--- src/rtl/stream_bank_scheduler_if.sv ---
// Bundle for the sample stream input, the two-bank RAM write port and the reader handshake.
// The scheduler connects through the slave modport.
interface stream_bank_scheduler_if #(
    parameter int unsigned DATA_W = 16,
    parameter int unsigned ADDR_W = 10
);
    logic [DATA_W-1:0] s_tdata;
    logic              s_tvalid;
    logic              s_tuser;
    logic              s_tlast;
    logic              s_tready;

    logic              wr_en;
    logic              wr_bank;
    logic [ADDR_W-1:0] wr_addr;
    logic [DATA_W-1:0] wr_data;

    logic              frame_avail;
    logic              rd_acq;
    logic              rd_rel;
    logic              rd_active;
    logic              rd_bank;
    logic [ADDR_W:0]   rd_len;

    modport master (
        output s_tdata, s_tvalid, s_tuser, s_tlast,
        input  s_tready,
        input  wr_en, wr_bank, wr_addr, wr_data,
        input  frame_avail, rd_active, rd_bank, rd_len,
        output rd_acq, rd_rel
    );

    modport slave (
        input  s_tdata, s_tvalid, s_tuser, s_tlast,
        output s_tready,
        output wr_en, wr_bank, wr_addr, wr_data,
        output frame_avail, rd_active, rd_bank, rd_len,
        input  rd_acq, rd_rel
    );
endinterface

--- src/rtl/stream_bank_scheduler.sv ---
// Captures AXI-Stream frames into a ping-pong pair of sample banks and hands
// completed banks to a reader, oldest first, dropping frames when no bank is free.
module stream_bank_scheduler #(
    parameter int unsigned DATA_W = 16,
    parameter int unsigned ADDR_W = 10
) (
    input  logic                    clk,
    input  logic                    reset_n,
    input  logic                    ce,
    input  logic                    enable,
    input  logic [ADDR_W:0]         frame_len,
    stream_bank_scheduler_if.slave  bus,
    output logic [15:0]             drop_cnt
);

    localparam int unsigned LEN_W = ADDR_W + 1;
    localparam logic [LEN_W-1:0] DEPTH = LEN_W'(1) << ADDR_W;
    localparam logic [15:0] DROP_MAX = 16'hFFFF;

    typedef enum logic [1:0] {W_IDLE, W_SYNC, W_FILL} wstate_e;
    typedef enum logic [1:0] {B_EMPTY, B_FILLING, B_READY, B_READING} bstate_e;

    wstate_e           wst_q, wst_d;
    bstate_e           bank_q [2];
    bstate_e           bank_d [2];
    logic [LEN_W-1:0]  len_q [2];
    logic [LEN_W-1:0]  len_d [2];
    logic [LEN_W-1:0]  cnt_q, cnt_d;
    logic [LEN_W-1:0]  flen_q, flen_d;
    logic              fill_bank_q, fill_bank_d;
    logic              pend_q, pend_d;
    logic              pend_bank_q, pend_bank_d;
    logic              age_q, age_d;
    logic [15:0]       drop_q, drop_d;
    logic              wr_en_q, wr_en_d;
    logic              wr_bank_q, wr_bank_d;
    logic [ADDR_W-1:0] wr_addr_q, wr_addr_d;
    logic [DATA_W-1:0] wr_data_q, wr_data_d;
    logic              avail_q, avail_d;
    logic              rd_active_q, rd_active_d;
    logic              rd_bank_q, rd_bank_d;
    logic [LEN_W-1:0]  rd_len_q, rd_len_d;

    logic              accept;
    logic [LEN_W-1:0]  flen_eff;
    logic              have_empty;
    logic              claim_bank;
    logic              wr_go;
    logic              tgt;
    logic [LEN_W-1:0]  lim;
    logic [LEN_W-1:0]  addr_n;
    logic [LEN_W-1:0]  cnt_n;
    logic              r0, r1, reading;

    assign accept     = ce & bus.s_tvalid;
    assign flen_eff   = ((frame_len == '0) || (frame_len > DEPTH)) ? DEPTH : frame_len;
    assign have_empty = (bank_q[0] == B_EMPTY) || (bank_q[1] == B_EMPTY);
    assign claim_bank = (bank_q[0] == B_EMPTY) ? 1'b0 : 1'b1;

    // Next-state: writer FSM, bank bookkeeping, reader handshake and reader view.
    always_comb begin
        wst_d       = wst_q;
        bank_d      = bank_q;
        len_d       = len_q;
        cnt_d       = cnt_q;
        flen_d      = flen_q;
        fill_bank_d = fill_bank_q;
        pend_d      = 1'b0;
        pend_bank_d = pend_bank_q;
        age_d       = age_q;
        drop_d      = drop_q;
        wr_en_d     = 1'b0;
        wr_bank_d   = wr_bank_q;
        wr_addr_d   = wr_addr_q;
        wr_data_d   = wr_data_q;
        avail_d     = avail_q;
        rd_active_d = rd_active_q;
        rd_bank_d   = rd_bank_q;
        rd_len_d    = rd_len_q;
        wr_go       = 1'b0;
        tgt         = fill_bank_q;
        lim         = flen_q;
        addr_n      = '0;
        cnt_n       = '0;
        r0          = 1'b0;
        r1          = 1'b0;
        reading     = 1'b0;

        // A finished bank waits one cycle so its last write lands before the reader sees it.
        if (pend_q) begin
            bank_d[pend_bank_q] = B_READY;
        end

        unique case (wst_q)
            W_IDLE: begin
                if (enable) begin
                    wst_d = W_SYNC;
                end
            end
            W_SYNC: begin
                if (!enable) begin
                    wst_d = W_IDLE;
                end else if (accept && bus.s_tuser) begin
                    if (have_empty) begin
                        wr_go               = 1'b1;
                        tgt                 = claim_bank;
                        lim                 = flen_eff;
                        fill_bank_d         = claim_bank;
                        flen_d              = flen_eff;
                        bank_d[claim_bank]  = B_FILLING;
                        wst_d               = W_FILL;
                    end else if (drop_q != DROP_MAX) begin
                        drop_d = drop_q + 16'd1;
                    end
                end
            end
            W_FILL: begin
                if (accept) begin
                    wr_go = 1'b1;
                end
            end
            default: wst_d = W_IDLE;
        endcase

        // A start-of-frame beat always rewinds the fill to address 0.
        if (wr_go) begin
            addr_n    = bus.s_tuser ? '0 : cnt_q;
            cnt_n     = addr_n + LEN_W'(1);
            cnt_d     = cnt_n;
            wr_en_d   = 1'b1;
            wr_bank_d = tgt;
            wr_addr_d = addr_n[ADDR_W-1:0];
            wr_data_d = bus.s_tdata;
            if ((cnt_n == lim) || bus.s_tlast) begin
                len_d[tgt]  = cnt_n;
                pend_d      = 1'b1;
                pend_bank_d = tgt;
                cnt_d       = '0;
                wst_d       = enable ? W_SYNC : W_IDLE;
            end
        end

        // Release wins over acquire; acquire is only possible with no bank being read.
        if (rd_active_q && bus.rd_rel) begin
            bank_d[rd_bank_q] = B_EMPTY;
            rd_active_d       = 1'b0;
        end else if (avail_q && bus.rd_acq) begin
            bank_d[rd_bank_q] = B_READING;
            rd_active_d       = 1'b1;
        end

        r0      = (bank_d[0] == B_READY);
        r1      = (bank_d[1] == B_READY);
        reading = (bank_d[0] == B_READING) || (bank_d[1] == B_READING);
        age_d   = (r0 && !r1) ? 1'b0 : ((r1 && !r0) ? 1'b1 : age_q);
        avail_d = (r0 || r1) && !reading;
        if (avail_d) begin
            rd_bank_d = age_d;
            rd_len_d  = len_d[age_d];
        end
    end

    // State registers; wr_en is a one-cycle strobe so it clears even while ce is low.
    always_ff @(posedge clk) begin
        if (!reset_n) begin
            wst_q       <= W_IDLE;
            bank_q[0]   <= B_EMPTY;
            bank_q[1]   <= B_EMPTY;
            len_q[0]    <= '0;
            len_q[1]    <= '0;
            cnt_q       <= '0;
            flen_q      <= '0;
            fill_bank_q <= 1'b0;
            pend_q      <= 1'b0;
            pend_bank_q <= 1'b0;
            age_q       <= 1'b0;
            drop_q      <= '0;
            wr_en_q     <= 1'b0;
            wr_bank_q   <= 1'b0;
            wr_addr_q   <= '0;
            wr_data_q   <= '0;
            avail_q     <= 1'b0;
            rd_active_q <= 1'b0;
            rd_bank_q   <= 1'b0;
            rd_len_q    <= '0;
        end else begin
            wr_en_q <= wr_en_d;
            if (ce) begin
                wst_q       <= wst_d;
                bank_q      <= bank_d;
                len_q       <= len_d;
                cnt_q       <= cnt_d;
                flen_q      <= flen_d;
                fill_bank_q <= fill_bank_d;
                pend_q      <= pend_d;
                pend_bank_q <= pend_bank_d;
                age_q       <= age_d;
                drop_q      <= drop_d;
                wr_bank_q   <= wr_bank_d;
                wr_addr_q   <= wr_addr_d;
                wr_data_q   <= wr_data_d;
                avail_q     <= avail_d;
                rd_active_q <= rd_active_d;
                rd_bank_q   <= rd_bank_d;
                rd_len_q    <= rd_len_d;
            end
        end
    end

    assign bus.s_tready    = ce;
    assign bus.wr_en       = wr_en_q;
    assign bus.wr_bank     = wr_bank_q;
    assign bus.wr_addr     = wr_addr_q;
    assign bus.wr_data     = wr_data_q;
    assign bus.frame_avail = avail_q;
    assign bus.rd_active   = rd_active_q;
    assign bus.rd_bank     = rd_bank_q;
    assign bus.rd_len      = rd_len_q;
    assign drop_cnt        = drop_q;

endmodule

--- src/flat_wrapper.sv ---
// flat-port wrapper written by rule: the top's interface ports become plain ports
module stream_bank_scheduler_flat 
#(
    parameter int unsigned DATA_W = 16,
    parameter int unsigned ADDR_W = 10
)
  (clk, reset_n, ce, enable, frame_len, drop_cnt, bus_s_tdata, bus_s_tvalid, bus_s_tuser, bus_s_tlast, bus_s_tready, bus_wr_en, bus_wr_bank, bus_wr_addr, bus_wr_data, bus_frame_avail, bus_rd_active, bus_rd_bank, bus_rd_len, bus_rd_acq, bus_rd_rel);
  stream_bank_scheduler_if #(.DATA_W(DATA_W), .ADDR_W(ADDR_W)) bus_i ();
  input  logic clk;
  input  logic reset_n;
  input  logic ce;
  input  logic enable;
  input  logic [ADDR_W:0] frame_len;
  output logic [15:0] drop_cnt;
  input wire logic [$bits(bus_i.s_tdata)-1:0] bus_s_tdata;
  input wire logic [$bits(bus_i.s_tvalid)-1:0] bus_s_tvalid;
  input wire logic [$bits(bus_i.s_tuser)-1:0] bus_s_tuser;
  input wire logic [$bits(bus_i.s_tlast)-1:0] bus_s_tlast;
  output wire logic [$bits(bus_i.s_tready)-1:0] bus_s_tready;
  output wire logic [$bits(bus_i.wr_en)-1:0] bus_wr_en;
  output wire logic [$bits(bus_i.wr_bank)-1:0] bus_wr_bank;
  output wire logic [$bits(bus_i.wr_addr)-1:0] bus_wr_addr;
  output wire logic [$bits(bus_i.wr_data)-1:0] bus_wr_data;
  output wire logic [$bits(bus_i.frame_avail)-1:0] bus_frame_avail;
  output wire logic [$bits(bus_i.rd_active)-1:0] bus_rd_active;
  output wire logic [$bits(bus_i.rd_bank)-1:0] bus_rd_bank;
  output wire logic [$bits(bus_i.rd_len)-1:0] bus_rd_len;
  input wire logic [$bits(bus_i.rd_acq)-1:0] bus_rd_acq;
  input wire logic [$bits(bus_i.rd_rel)-1:0] bus_rd_rel;
  assign bus_i.s_tdata = bus_s_tdata;
  assign bus_i.s_tvalid = bus_s_tvalid;
  assign bus_i.s_tuser = bus_s_tuser;
  assign bus_i.s_tlast = bus_s_tlast;
  assign bus_s_tready = bus_i.s_tready;
  assign bus_wr_en = bus_i.wr_en;
  assign bus_wr_bank = bus_i.wr_bank;
  assign bus_wr_addr = bus_i.wr_addr;
  assign bus_wr_data = bus_i.wr_data;
  assign bus_frame_avail = bus_i.frame_avail;
  assign bus_rd_active = bus_i.rd_active;
  assign bus_rd_bank = bus_i.rd_bank;
  assign bus_rd_len = bus_i.rd_len;
  assign bus_i.rd_acq = bus_rd_acq;
  assign bus_i.rd_rel = bus_rd_rel;
  stream_bank_scheduler #(.DATA_W(DATA_W), .ADDR_W(ADDR_W)) u_core (.clk(clk), .reset_n(reset_n), .ce(ce), .enable(enable), .frame_len(frame_len), .bus(bus_i), .drop_cnt(drop_cnt));
endmodule
--- config.mk ---
export PLATFORM = sky130hd
export DESIGN_NAME = stream_bank_scheduler_flat
export DESIGN_NICKNAME = d
export VERILOG_FILES = /design/src/rtl/stream_bank_scheduler_if.sv /design/src/rtl/stream_bank_scheduler.sv /design/src/flat_wrapper.sv
export SDC_FILE = /design/constraint.sdc
export NUM_CORES = 1
export LEC_CHECK = 0
export ABC_AREA = 1
export BUFFER_PORTS_ARGS = -buffer_cell sky130_fd_sc_hd__buf_2
export CAP_MARGIN = 20
export CORE_UTILIZATION = 40
export CTS_BUF_LIST = sky130_fd_sc_hd__clkbuf_8 sky130_fd_sc_hd__clkbuf_16
export CTS_CLUSTER_SIZE = 24
export DETAILED_ROUTE_END_ITERATION = 7
export PLACE_DENSITY = 0.57
export SLEW_MARGIN = 20
export SYNTH_ARGS = -nofsm -noshare
export SYNTH_HDL_FRONTEND = slang
export SYNTH_SLANG_ARGS = --single-unit
export TNS_END_PERCENT = 5
--- constraint.sdc ---
create_clock -name clk -period 2.67 [get_ports clk]
set_input_delay 0.1335 -clock clk [delete_from_list [all_inputs] [get_ports clk]]
set_output_delay 0.1335 -clock clk [all_outputs]
set_load 0.02 [all_outputs]
# Yosys cells after proc, flatten, opt, wreduce, memory -nomap -nowiden
# Index checks and enable logic that the tools add are counted.
[totals]
register_bits = 112
inputBits = 36
out_inout_bits = 59
word_cells = 137
[classes]
add_sub_neg = 2
magnitude_cmp = 10
eq_ne = 8
muxes = 53
bitwise_logic = 16
n_reduce_logical = 28
[ops]
columns = ["operator", "count"]
rows = [
  ["$mux W11", 11],
  ["$mux W22", 2],
  ["$mux W4", 7],
  ["$bwmux W22", 1],
  ["$mux W2", 9],
  ["$mux W1", 17],
  ["$add A16 B1 Y16 const B", 1],
  ["$ne A16 B16 Y1 const B", 1],
  ["$add A11 B1 Y11 const B", 1],
  ["$demux W11 S1", 1],
  ["$eq A11 B11 Y1", 1],
  ["$gt A11 B11 Y1 const B", 1],
  ["$logic_not A11 Y1", 1],
  ["$eq A2 B2 Y1 const B", 5],
  ["$ge A2 B2 Y1 const B", 5],
  ["$logic_and A1 B1 Y1", 10],
  ["$not A1 Y2", 5],
  ["$lt A2 B1 Y1 const B", 4],
  ["$demux W2 S1", 3],
  ["$logic_not A2 Y1", 3],
  ["$pmux W2 S3", 1],
  ["$reduce_and A2 Y1", 3],
  ["$reduce_and A6 Y1", 1],
  ["$logic_or A1 B1 Y1", 5],
  ["other kinds (13)", 18],
]

# Depth between registers and ports, before layout
[logic_depth]
ltp_word = 25
ltp_mapped = 22
ltp_nobuf = 21

# Worst setup path after synthesis
# OpenSTA, ideal clock, no wires.
[synth_timing]
path_kind = "register to register"
start = "reg u_core.cnt_q[0]"
end = "reg u_core.rd_len_q[4], in the netlist u_core.bus.rd_len[4]"
setup_ps = 110
arrival_ps = 2243
required_ps = 2560
slack_ps = 317
path_stages_with_launch = 20
n_path_buf = 1
synth_period_minus_slack_ps = 2353
path_cell_list = "dfxtp_1 > inv_1 > nor2_4 > ha_1 > nand3_1 > inv_1 > nand3_1 > xor2_1 > inv_1 > nand2_1 > nand2_1 > nor2_1 > nand3_2 > nand2_4 > buf_4 > nand4_1 > nand3_1 > nand3_1 > nand2_1 > inv_1"
[synth_via]
elab_chain_cells = 9
word_cells_on_any_way = 10
cone_classes = "add/sub: 1; eq/ne: 1; mux: 7; reduce/logical: 1"
[synth_lines]
columns = ["item", "line_no", "text"]
rows = [
  ["start: declaration", "stream_bank_scheduler.sv:28", "logic [LEN_W-1:0] cnt_q, cnt_d;"],
  ["start signal: assignment", "stream_bank_scheduler.sv:192", "cnt_q <= cnt_d;"],
  ["$mux W11 *", "stream_bank_scheduler.sv:127", "addr_n = bus.s_tuser ? '0 : cnt_q;"],
  ["$add A11 B1 Y11 *", "stream_bank_scheduler.sv:128", "cnt_n = addr_n + LEN_W'(1);"],
  ["$eq A11 B11 Y1", "stream_bank_scheduler.sv:134", "if ((cnt_n == lim) || bus.s_tlast) begin"],
  ["$logic_or A1 B1 Y1", "stream_bank_scheduler.sv:134", ""],
  ["$mux W22 *", "stream_bank_scheduler.sv:134", ""],
  ["$mux W22 *", "stream_bank_scheduler.sv:126", "if (wr_go) begin"],
  ["$mux W11 (implied by the code) * (3 in a row)", "stream_bank_scheduler.sv:159", "rd_len_d = len_d[age_d];"],
  ["end signal: assignment", "stream_bank_scheduler.sv:205", "rd_len_q <= rd_len_d;"],
  ["end: declaration", "stream_bank_scheduler.sv:42", "logic [LEN_W-1:0] rd_len_q, rd_len_d;"],
]
# Every way passes the cells marked *; elsewhere a longest branch is shown, timed or not. The select of a mux whose other input is x is not followed.
# A chain may end at the register's enable or synchronous reset.

# Worst setup path in the final report
[layout_timing]
start = "reg u_core.bank_q[0] (netlist name)"
end = "reg u_core.rd_len_q[0], in the netlist u_core.bus.rd_len[0]"
[layout_via]
elab_chain_cells = 18
word_cells_on_any_way = 55
cone_classes = "order compare: 2; eq/ne: 5; mux: 29; bitwise: 6; reduce/logical: 13"
[layout_lines]
columns = ["item", "line_no", "text"]
rows = [
  ["start: declaration", "stream_bank_scheduler.sv:24", "bstate_e bank_q [2];"],
  ["start signal: assignment", "stream_bank_scheduler.sv:190", "bank_q <= bank_d;"],
  ["$and A2 B2 Y2 (no source line) or $logic_not A2 Y1 (tied branches)", "n/a", ""],
  ["$mux W4 or $logic_or A1 B1 Y1 (tied branches)", "stream_bank_scheduler.sv:90, stream_bank_scheduler.sv:57", ""],
  ["$or A2 B2 Y2 (no source line) or $mux W4 (tied branches)", "n/a", ""],
  ["$mux W4 (on tied branches)", "stream_bank_scheduler.sv:104, stream_bank_scheduler.sv:103", ""],
  ["$mux W4 (on tied branches)", "stream_bank_scheduler.sv:103, stream_bank_scheduler.sv:101", ""],
  ["$mux W4 (on tied branches)", "stream_bank_scheduler.sv:101, stream_bank_scheduler.sv:94", ""],
  ["$mux W4 or $or A4 B4 Y4 (tied branches)", "n/a", ""],
  ["$or A4 B4 Y4 (no source line) or $mux W4 (tied branches)", "n/a", ""],
  ["$mux W4 (on tied branches)", "stream_bank_scheduler.sv:147, stream_bank_scheduler.sv:144", ""],
  ["$mux W4 or $eq A2 B2 Y1 (tied branches)", "stream_bank_scheduler.sv:144, stream_bank_scheduler.sv:152", ""],
  ["$eq A2 B2 Y1 or $logic_not A1 Y1 (tied branches)", "stream_bank_scheduler.sv:153, stream_bank_scheduler.sv:155", ""],
  ["$logic_and A1 B1 Y1 or $logic_not A1 Y1 (tied branches)", "stream_bank_scheduler.sv:155", "age_d = (r0 && !r1) ? 1'b0 : ((r1 && !r0) ? 1'b1 : age_q);"],
  ["$mux W1 or $logic_and A1 B1 Y1 (tied branches)", "stream_bank_scheduler.sv:155", ""],
  ["$mux W1", "stream_bank_scheduler.sv:155", ""],
  ["$not A1 Y2 (implied by the code)", "stream_bank_scheduler.sv:159", ""],
  ["$mux W11 (implied by the code) (3 in a row)", "stream_bank_scheduler.sv:159", ""],
]
# Parallel ways exist; a longest one is shown, timed or not. The select of a mux whose other input is x is not followed.

==> key figures <==
STA
  – Final Setup Violations: 0
  – Setup TNS: 0 ns
  – Slew HR: 54.1%
  – Final Hold Fails: 0
  – Period utilization: 95.3%
  – Final Slew Violations: 0
  – Least-Margin Pin Slew: 0.689 ns
  – Fmax achieved: 393 MHz
  – Min Hold Slack: 0.0249 ns
  – Crit path time final: 2.54 ns
  – RSZ-0062 raised after global routing: yes
  – Clock Skew: 0.00884 ns

Global route
  – Vias in the first global route: 5255
  – Gr ovfl total: 0
  – GRT Total Usage: 21.3%
  – First-pass GRT wire length: 24100 um
  – Initial antenna violation count: 0
  – Pin count of the biggest net entering global routing: 59

Worst setup path
  – Slowest cell on crit path: or2_2
  – Worst EP arrival: 2.85 ns
  – Worst setup path end: u_core.bus.rd_len[0]
  – Reg2reg end: u_core.bus.rd_len[0]
  – Worst r2r path cells: 19
  – WP data required: 2.98 ns
  – Crit Path Class: flop to flop
  – Crit-path cells: or2_2 > nand2_4 > nand2_8 > nor2_4 > nand3_4 > nand2_2 > nand2_1 > nand2_1 > nand2_1 > nor2_2 > nand3_4 > nand2_8 > nand3_4 > buf_4 > nand2_1 > nand3_1 > nand3_1 > nand2_1 > inv_1
  – Critical path origin: u_core.bank_q[0]
  – Flop2flop setup slack: 0.13 ns
  – Critical-path maximum fanout: 7
  – Max incr delay on CP: 0.33 ns
  – Reg-to-Reg Start: u_core.bank_q[0]
  – Startpoint Class: flop
  – CP endpoint kind: flop
  – Most used cell, CP: nand2_1

Floorplanning
  – Initial Utilization: 40.9%
  – IO Pins: 95
  – Die H: 118 um
  – Core Region: 13200 um2
  – Die W: 118 um
  – # rows: 42
  – DIE AREA: 14000 um2

Clocking
  – CTS tree: yes
  – Clk Latency, worst-skew pair: 0.36 ns
  – Clock tree buffer depth: 2
  – Clk pin slew, worst setup/hold paths: 0.07 ns
  – H-tree depth: 3
  – CTS Root Cell: clkbuf_16
  – CTS Buf Count: 9
  – Clk sinks: 112

Layout
  – Filler instances: 1359
  – Share of cells above drive strength 1: 24.6%
  – Layout area overhead: 30.9%
  – Non-Filler Instances: 1125
  – Design area: 7100 um2
  – # diodes: 0
  – Final net count: 986

Hold path
  – Worst Hold Class: primary input to flop

Route
  – Highest routed layer: met4
  – Wl on met1: 7200 um
  – Post-Route WL: 15100 um
  – DR iter-0 viols: 345
  – Met2 Routed Length: 7050 um
  – Avg WL per Cell: 13.4 um
  – First drt pass iteration count: 4
  – Vias post-DR: 5570
  – DRC: 0
  – Post-DRT Antenna Nets: 0
  – Avg Vias per Cell: 4.95
  – DR WL met3: 507 um

Status
  – Status: complete, no violations

Place
  – Placed Cells: 1093
  – DP Wirelength: 10100 um
  – GPL Wtd Cong: 0.853
  – Port Buffers: 94
  – DP Area: 6290 um2

Synthesis
  – Cells after synthesis: 814
  – #FFs+latches synth: 112
  – Unique masters post-synth: 35
  – Asr flop ratio synth: 0%
  – Share of the yosys chip area belonging to registers: 41.4%
  – Post-synth net total: 856
  – Netlist Area Pre-Place: 5420 um2
  – Main synth FF type: dfxtp_1
  – Number of enable flip-flop cells after synthesis: 0
  – Synthesis Warnings: 0
  – Avg Synthesized Cell Area: 6.66 um2

Power
  – Part of the power in registers: 48.5%
  – P_sw: 0.796 mW
  – Static leakage: 3.30 nW
  – Design internal power: 2.69 mW
  – Worst IR drop on VDD: 0.000329 V
  – Clock Power Share: 44.2%
  – PD cells: 491 nW/um2
  – Sw frac: 22.8%
  – Power Total: 3.48 mW
  – Comb power frac: 7.3%

Flow run
  – Max cap viols: 0
[per-layer routing]
layer,GRT usage [%],vias up
li1,-,2864
met1,26.3,2563
met2,36.4,122
met5,0,-
met4,9.73,0
met3,3.38,21
[kinds of logic after synthesis]
logic type	share of synthesized area [%]
adder cells (fa/ha/maj)	1.39
XOR/XNOR	0.323
AND/OR/NAND/NOR	34.5
AO/OA/AOI/OAI	11.2
buffers and inverters	11.2
flip-flops	41.4
[layout by cell type, fill, tap and decap left out, types with 2 or more instances in the layout]
master     Yosys  layout
nand3_2        5       8
o22ai_1        2       2
nand3_4        0       5
buf_4          4      45
nand2_1      192     180
nand2_4        1       3
nor3_2         0       2
nor2_2         2      10
dfxtp_2        0       2
ha_1           6       4
inv_1        113     111
nor2_1       112      97
nand2_2        2      11
a211oi_1       3       3
a21oi_1       49      49
or2_2          3       3
nor3_1        10       8
nor3b_1        2       2
nand3_1       71      63
clkinv_2       0       2
buf_12         0       5
o21ai_0       52      50
o21ai_1        2       3
dfxtp_1      112     110
bufinv_16      0       3
buf_6          3       6
nand2_8        0       3
clkbuf_16      0      10
o21ai_2        1       2
buf_2          8      94
inv_2          0       3
nand4_1       26      26
nor2_4         3      10
[cell usage after synthesis, types with 2 or more instances]
| cell | instances | area (um2) |
|---|---|---|
| a211oi_1 | 3 | 22.5 |
| a21oi_1 | 49 | 245 |
| buf_2 | 8 | 40.0 |
| buf_4 | 4 | 30.0 |
| buf_6 | 3 | 33.8 |
| clkbuf_1 | 19 | 71.3 |
| dfxtp_1 | 112 | 2240 |
| ha_1 | 6 | 75.1 |
| inv_1 | 113 | 424 |
| nand2_1 | 192 | 721 |
| nand2_2 | 2 | 12.5 |
| nand3_1 | 71 | 355 |
| nand3_2 | 5 | 50.1 |
| nand4_1 | 26 | 163 |
| nor2_1 | 112 | 420 |
| nor2_2 | 2 | 12.5 |
| nor2_4 | 3 | 33.8 |
| nor3_1 | 10 | 50.1 |
| nor3b_1 | 2 | 15.0 |
| o21ai_0 | 52 | 260 |
| o21ai_1 | 2 | 10.0 |
| o22ai_1 | 2 | 12.5 |
| or2_2 | 3 | 18.8 |
| xor2_1 | 2 | 17.5 |
[power by group through the flow]
stage	sequential [mW]	combinational, mW	clock, mW
after floorplan	1.73	0.120	0
after global routing	1.69	0.280	1.65
after detailed placement	1.73	0.209	0
after CTS	1.69	0.212	1.58
final	1.69	0.255	1.54
after global placement	1.73	0.204	0
[repair_timing]
action                     in CTS  in global routing
pin swaps                       0                 27
hold endpoints to repair        0                  0
cloned                          0                  4
setup buffers                   0                 12
hold buffers                    0                  0
resized for setup               4                 71
setup endpoints to repair      13                 49
[stage by stage]
stage	worst slack [ns]	util, %
4_1_cts	0.00521	50.1
3_5_place_dp	-0.0792	47.5
5_1_grt	-0.0715	53.6
6_report	0.126	53.6
3_3_place_gp	-0.00353	47.5
2_1_floorplan	0.317	-
[sequential cells by signal (all words and copies together) (netlist names)]
| register | cells |
|---|---|
| u_core.len_q | 22 |
| u_core.bus.frame_avail | 1 |
| u_core.wst_q | 2 |
| u_core.flen_q | 11 |
| u_core.bus.wr_bank | 1 |
| u_core.bus.rd_active | 1 |
| u_core.bus.wr_addr | 10 |
| u_core.drop_cnt | 16 |
| u_core.pend_bank_q | 1 |
| u_core.bus.rd_len | 11 |
| u_core.bus.wr_data | 16 |
| u_core.bank_q | 4 |
| u_core.pend_q | 1 |
| u_core.age_q | 1 |
| u_core.fill_bank_q | 1 |
| u_core.bus.rd_bank | 1 |
| u_core.bus.wr_en | 1 |
| u_core.cnt_q | 11 |
[layout make-up]
| class | count | area [um2] | share of cell area, % |
|---|---|---|---|
| repair buffers | 152 | 1010 | 14.2 |
| well taps | 176 | 220 | 3.10 |
| clock buffers | 9 | 225 | 3.17 |
| multi-input cells | 555 | 2860 | 40.3 |
| inverters | 114 | 428 | 6.03 |
| clock inverters | 7 | 111 | 1.57 |
| flip-flops and latches | 112 | 2240 | 31.6 |
[critical path, delay by kind of cell (launching register included)]
kind	cells	cell delay, ns
buffers and inverters	2	0.24
DFF	1	0.32
and+or+nand+nor	17	1.92
[how the worst min path moves through the flow]
stage	startpoint	to	cells after the start
floorplan	bus_s_tdata[0]	u_core.bus.wr_data[0]	2
global placement	bus_s_tdata[7]	u_core.bus.wr_data[7]	3
detailed placement	bus_s_tdata[0]	u_core.bus.wr_data[0]	3
CTS	bus_s_tdata[0]	u_core.bus.wr_data[0]	3
global route	bus_s_tdata[7]	u_core.bus.wr_data[7]	3
finish	bus_s_tdata[0]	u_core.bus.wr_data[0]	3
Note: power is estimated with default switching activity, not from simulation.
